File: config.mk
export PLATFORM = sky130hd
export DESIGN_NAME = ram_arbiter
export DESIGN_NICKNAME = d
export VERILOG_FILES = /design/src/rtl/ram_arbiter.sv
export SDC_FILE = /design/constraint.sdc
export NUM_CORES = 1
export LEC_CHECK = 0
export CAP_MARGIN = 30
export CORE_UTILIZATION = 40
export CTS_BUF_LIST = sky130_fd_sc_hd__clkbuf_4 sky130_fd_sc_hd__clkbuf_8
export CTS_CLUSTER_DIAMETER = 50
export DETAILED_ROUTE_END_ITERATION = 12
export PLACE_DENSITY = 0.76
export SYNTH_ARGS = -nofsm -noshare
export SYNTH_HDL_FRONTEND = slang
export SYNTH_SLANG_ARGS = --single-unit
export TNS_END_PERCENT = 100
File: constraint.sdc
create_clock -name clk -period 5.66 [get_ports clk]
set_input_delay 0.566 -clock clk [delete_from_list [all_inputs] [get_ports clk]]
set_output_delay 0.566 -clock clk [all_outputs]
set_load 0.02 [all_outputs]
File: src/rtl/ram_arbiter.sv
// ram_arbiter
//   Shares one 16-bit byte-addressable RAM between the CPU and a DMA requester.
//   DMA normally wins. STARVE_LIMIT caps how many DMA grants in a row may pass
//   a waiting CPU; 0 gives DMA absolute priority. Each grant runs a single RAM
//   cycle (IDLE -> ACCESS -> ACK) and completes with a 4-phase req/ack handshake.
//
// Ports
//   clk, rst            rising-edge clock, asynchronous active-high reset
//   cpu_req/addr/wdata/we/byte   CPU request and operands
//   cpu_ack, cpu_rdata  CPU handshake acknowledge and read data
//   dma_*               same set for the DMA requester
//   ram_a, ram_di       RAM byte address / write data
//   ram_do              RAM read data (combinational from ram_a)
//   ram_ce_n, ram_we_n  RAM chip enable / write enable, active low
//   ram_byte_op         RAM byte-op select
//   grant               owner of current/last transaction (0 = CPU, 1 = DMA)
//   busy                arbiter is not idle
module ram_arbiter #(
    parameter int STARVE_LIMIT = 4
) (
    input  logic        clk,
    input  logic        rst,
    input  logic        cpu_req,
    input  logic [15:0] cpu_addr,
    input  logic [15:0] cpu_wdata,
    input  logic        cpu_we,
    input  logic        cpu_byte,
    output logic        cpu_ack,
    output logic [15:0] cpu_rdata,
    input  logic        dma_req,
    input  logic [15:0] dma_addr,
    input  logic [15:0] dma_wdata,
    input  logic        dma_we,
    input  logic        dma_byte,
    output logic        dma_ack,
    output logic [15:0] dma_rdata,
    output logic [15:0] ram_a,
    output logic [15:0] ram_di,
    input  logic [15:0] ram_do,
    output logic        ram_ce_n,
    output logic        ram_we_n,
    output logic        ram_byte_op,
    output logic        grant,
    output logic        busy
);

    localparam int CW = (STARVE_LIMIT < 1) ? 1 : $clog2(STARVE_LIMIT + 1);
    localparam logic [CW-1:0] LIMIT = CW'(STARVE_LIMIT);

    typedef enum logic [1:0] {
        IDLE,
        ACCESS,
        ACK
    } state_t;

    state_t        state;
    logic [CW-1:0] starve_cnt;

    logic cpu_starved;
    logic dma_wins;
    logic winner_req;

    // A waiting CPU overrides DMA only once DMA has used up its run of grants.
    // grant already names the owner by the time we reach ACK.
    always_comb begin
        cpu_starved = cpu_req && (starve_cnt == LIMIT) && (STARVE_LIMIT != 0);
        dma_wins    = dma_req && !cpu_starved;
        winner_req  = grant ? dma_req : cpu_req;
    end

    always_ff @(posedge clk or posedge rst) begin
        if (rst) begin
            state       <= IDLE;
            starve_cnt  <= '0;
            ram_a       <= '0;
            ram_di      <= '0;
            ram_byte_op <= 1'b0;
            ram_ce_n    <= 1'b1;
            ram_we_n    <= 1'b1;
            grant       <= 1'b0;
            busy        <= 1'b0;
            cpu_ack     <= 1'b0;
            dma_ack     <= 1'b0;
            cpu_rdata   <= '0;
            dma_rdata   <= '0;
        end else begin
            case (state)
                IDLE: begin
                    if (dma_wins) begin
                        ram_a       <= dma_addr;
                        ram_di      <= dma_wdata;
                        ram_byte_op <= dma_byte;
                        ram_we_n    <= ~dma_we;
                        ram_ce_n    <= 1'b0;
                        grant       <= 1'b1;
                        busy        <= 1'b1;
                        state       <= ACCESS;
                        // Only grants that overtake a waiting CPU count toward starvation.
                        if (!cpu_req) begin
                            starve_cnt <= '0;
                        end else if (starve_cnt != LIMIT) begin
                            starve_cnt <= starve_cnt + CW'(1);
                        end
                    end else if (cpu_req) begin
                        ram_a       <= cpu_addr;
                        ram_di      <= cpu_wdata;
                        ram_byte_op <= cpu_byte;
                        ram_we_n    <= ~cpu_we;
                        ram_ce_n    <= 1'b0;
                        grant       <= 1'b0;
                        busy        <= 1'b1;
                        state       <= ACCESS;
                        starve_cnt  <= '0;
                    end else begin
                        starve_cnt <= '0;
                    end
                end

                // The RAM writes on this closing edge; reads capture ram_do here.
                // ram_we_n still holds the transaction direction at this point.
                ACCESS: begin
                    ram_ce_n <= 1'b1;
                    ram_we_n <= 1'b1;
                    state    <= ACK;
                    if (grant) begin
                        dma_ack <= 1'b1;
                        if (ram_we_n) begin
                            dma_rdata <= ram_do;
                        end
                    end else begin
                        cpu_ack <= 1'b1;
                        if (ram_we_n) begin
                            cpu_rdata <= ram_do;
                        end
                    end
                end

                ACK: begin
                    if (!winner_req) begin
                        cpu_ack <= 1'b0;
                        dma_ack <= 1'b0;
                        busy    <= 1'b0;
                        state   <= IDLE;
                    end
                end

                default: begin
                    state <= IDLE;
                end
            endcase
        end
    end

endmodule

Word-level counts from Yosys, hierarchy flattened:

Index checks and enable logic that the tools add are counted.

* logic and storage cells: 72
* bits in registers: 76
* output and inout bits: 71
* input bits: 88

* bitwise operators: 3
* add/sub/neg operators: 1
* equality and inequality tests: 9
* reductions and logical operators: 17
* muxes and demuxes: 29

Operators with widths (number)
* 2-to-1 mux 16 bit: 4
* AND reduction 3 bit: 5
* 2-to-1 mux 1 bit: 13
* case mux 1 bit (2 select lines): 5
* 2-to-1 mux 3 bit: 3
* AND reduction 2 bit: 4
* nonzero test 2 bit: 4
* 2-to-1 mux 2 bit: 3
* != test 2 bit (second input constant): 3
* != test 3 bit (second input constant): 2
* case mux 2 bit (3 select lines): 1
* adder 3 x 1 -> 3 bit (second input constant): 1
* == test 3 bit (second input constant): 1
* != test 3 x 2 -> 1 bit (second input constant): 1
* NOT 1 bit: 3
* == test 2 x 1 -> 1 bit (second input constant): 1
* == test 2 bit (second input constant): 1
* logical AND 1 bit: 2
* logical NOT 2 bit: 1
* logical NOT 1 bit: 1

Depth between registers and ports, before layout:

* word-level depth: 6
* depth in mapped cells: 6
* mapped depth without buffers: 5

Least setup slack after synthesis:

OpenSTA, ideal clock, no wires.

* kind: input-to-reg
* start: input cpu_req
* end: register ram_a[10]
* path buffers: 3
* required time: 5519 ps
* path slack: 4030 ps
* setup time: 141 ps
* arrival time: 1489 ps
* stages: 6
* cells stage by stage: buf_2 -> or2_2 -> buf_2 -> clkbuf_1 -> a21oi_1 -> a31oi_1

* word-level cells in the longest chain between the ends: 5
* elaborated cells between the ends (all ways): 6
* those cells by class: mux: 1; reduce/logical: 5

Ends and longest elaborated chain
* start, declared: RTL line 23 `input logic cpu_req,`
* logical AND 1 bit: RTL line 66 `cpu_starved = cpu_req && (starve_cnt == LIMIT) && (STARVE_LIMIT != 0);`
* logical NOT 1 bit: RTL line 67 `dma_wins = dma_req && !cpu_starved;`
* logical AND 1 bit: RTL line 67
* nonzero test 2 bit (no line)
* AND reduction 2 bit (no line)
* end signal, assigned: RTL line 90 `ram_a <= dma_addr;`
* end signal, assigned: RTL line 105 `ram_a <= cpu_addr;`
* end, declared: RTL line 37 `output logic [15:0] ram_a,`

Several ways; a longest one is shown, not always the timed one.
A chain may end at the register's enable or synchronous reset.

Final worst setup path:

* start: input dma_req
* end: register ram_a[11]

* word-level cells in the longest chain between the ends: 3
* elaborated cells between the ends (all ways): 4
* those cells by class: mux: 1; reduce/logical: 3

Ends and longest elaborated chain
* start, declared: RTL line 30 `input logic dma_req,`
* logical AND 1 bit *: RTL line 67
* nonzero test 2 bit (no line)
* AND reduction 2 bit (no line)

Mark *: on every way between the ends. The rest lies on a longest branch, timed or not.

==> key figures <==
Detailed routing
  • Routed WL: between 9000 and 10,000 µm
  • Via count: just over 3,000
  • WL per Instance: 16.14 µm
  • Drt initial violations: 120
  • DRT antenna net count: 0
  • DR pass1 iterations: 4
  • Vias per Instance: 5.419
  • DRC violations left: 0

Setup path
  • Critical path class: in2reg
  • CP startpoint kind: input port
  • CP arrival: between 2 and 2.5 ns
  • Worst Path Max Fanout: 42
  • CP required: a little under 6 ns
  • Setup crit end kind: flop

Timing
  • Setup tns final: 0 ns
  • Slew margin rel.: 0.3321
  • Fmax: between 0.4 and 0.5 GHz
  • Fin Clk Skew: roughly 0.010 ns
  • Fin. Hold Viols: 0
  • Final setup violation count: 0
  • Minimum clock period: between 2 and 2.5 ns
  • Hold slack: about 0.5 ns
  • Measured slew at the worst slew-check pin: 1.002 ns
  • Setup repair after global routing missed its margin: no
  • Period utilization: 0.4031
  • Slew Viols, Final: 0

Synth
  • Top cells by count, synth: 74 x dfrtp_1, 36 x o21ai_0, 35 x a21oi_1, 35 x nand3_1, 33 x a31oi_1
  • Synth Cell Area: between 3000 and 4000 µm²
  • Post-synthesis net count: between 400 and 500
  • EDFF count, synth: 0
  • Register area share after synthesis: 0.5507
  • Top cell type's share of synthesized area: 0.5355
  • Distinct cell type count after synthesis: 36
  • Ranking of synthesized cells by area: dfrtp_1 54%, mux2_2 7.2%, a31oi_1 6.0%
  • Synth Flop Type: dfrtp_1
  • Yosys warnings: 0
  • Synth area leader: dfrtp_1
  • Most common cell in the netlist: dfrtp_1
  • Synthesis-stage register bit count: 76
  • Syn_area_per_cell: about 11 µm²
  • Asr flop ratio synth: 1.000
  • Cells after Synth: 314

Pwr
  • Pwr dens: roughly 550 nW/µm²
  • Leak: between 2 and 2.5 nW
  • VDD IR-drop max: roughly 0.00023 V

Clock network
  • H-tree depth: 3
  • Clock slew at reported path FFs: about 0.07 ns
  • Quantity of hold-fixing buffers added after cts: 0
  • Clock latency at the later pin of the worst-skew pair: between 0.3 and 0.4 ns
  • CTS tree: done
  • Post-CTS Resized: 0
  • Root buffer cell: clkbuf_8
  • Max clock buf depth: 2
  • CTS buffer count: 9
  • Post-CTS Setup Bufs: 0
  • Sink Count: 76

Cells and area
  • Inserted Diodes: 0
  • Nets: between 500 and 600
  • Share of cells above drive strength 1: 0.1333
  • Synth-to-layout area growth: 53.08%
  • Layout fillers: 677

Outcome
  • Status: finished, final reports clean

GRT
  • Gr usage total: 0.2058
  • First-pass GRT wire length: approximately 14,000 µm
  • Initial antenna violation count: 0
  • Largest net degree at the start of global routing: 77
  • Vias in the first global route: between 2,000 and 3,000
  • Total gr overflow: 0

Worst hold path
  • Hold/Removal Path Class: in2async

Die
  • I/O pin total: around 160
  • Die height: between 90 and 100 µm
  • Chip Width: approximately 95 µm
  • Rows: 33
  • Die area: 9021 µm²
  • Initial Util: 0.4167
  • Core box area: roughly 8300 µm²

Placement
  • GPL Wtd Cong: just under 0.8
  • Detail Placement HPWL: 6471 µm
  • IO Port Bufs: around 160

Run
  • Max-cap violations: 0
==> cells in the final DEF, fill, tap and decap left out, types with 2 or more instances in the layout <==
master / count
dfrtp_1: 74
clkdlybuf4s50_1: 158
nor2_2: 2
o22ai_1: 2
clkbuf_8: 12
o2bb2ai_1: 2
nand2_1: 4
a21oi_1: 35
mux2_4: 10
nor2_1: 4
nand3_1: 35
nand4_1: 2
mux2_2: 22
buf_4: 5
ha_1: 2
o21ai_0: 36
dfstp_2: 2
inv_1: 6
a31oi_1: 33
clkinvlp_4: 2
==> through the flow <==
stage	instance area [µm²]	worst slack (ns)	total power, mW	util	std cells
2_1_floorplan	3458	3.159	1.828	-	314
3_3_place_gp	5056	3.056	2.488	0.6092	554
3_5_place_dp	5056	2.998	2.523	0.6092	554
4_1_cts	5266	3.368	2.956	0.6346	569
5_1_grt	5294	3.248	3.112	0.6379	570
6_report	5294	3.378	2.930	0.6379	570
==> registers in the layout, indices dropped and copies added, names as in the netlist, 2 cells and up <==
name	cells
cpu_rdata	16
dma_rdata	16
ram_a	16
ram_di	16
starve_cnt	3
state	2
==> critical path: stages <==
cell             delay, ns
clkdlybuf4s50_1       0.45
buf_4                 0.36
nor2_1                0.14
nor2_2                0.43
buf_4                 0.37
a31oi_1               0.14
==> final cells by class <==
class / count / area, µm² / area share
clock buffers: 12 / 165.2 / 0.03120
clock inverters: 3 / 45.04 / 0.008509
inverters: 7 / 26.28 / 0.004963
multi-input cells: 203 / 1375 / 0.2597
flip-flops and latches: 76 / 1904 / 0.3597
well taps: 105 / 131.4 / 0.02482
repair buffers: 164 / 1647 / 0.3110
==> power breakdown <==
part           internal, mW  switching [mW]
Clock                 0.237           0.186
Sequential            0.819           0.173
Combinational         0.766           0.748
==> per-layer routing <==
layer  GRT usage  up-vias  share of wire
met5           0        -              0
met4     0.09596        0          0.023
met3     0.06602       17          0.098
met2      0.3225      172           0.46
met1      0.2575     1453           0.42
li1            -     1447              -
==> cells by family (layout without fill, tap and decap cells) <==
| family | Yosys count | after routing | share of synthesized area |
|---|---|---|---|
| adders and majority gates | 2 | 2 | 0.007235 |
| AOI/OAI and AO/OA | 113 | 113 | 0.1827 |
| DFF | 76 | 76 | 0.5507 |
| buffers and inverters | 35 | 186 | 0.05246 |
| and+or+nand+nor | 55 | 55 | 0.08901 |
| muxes | 33 | 33 | 0.1179 |
==> worst paths after layout <==
kind                       cells past startpoint           from  slack (ns)            to
min                                            3            rst        0.50     ram_di[4]
max in group asynchronous                      4            rst        4.57      ram_we_n
min in group clk                               1   dma_rdata[5]        0.51  dma_rdata[5]
max                                            6        dma_req        3.38     ram_a[11]
min reg2reg                                    1   dma_rdata[5]        0.51  dma_rdata[5]
max reg2reg                                    5  starve_cnt[0]        3.68     ram_a[11]
(Power assumes the default switching activity.)
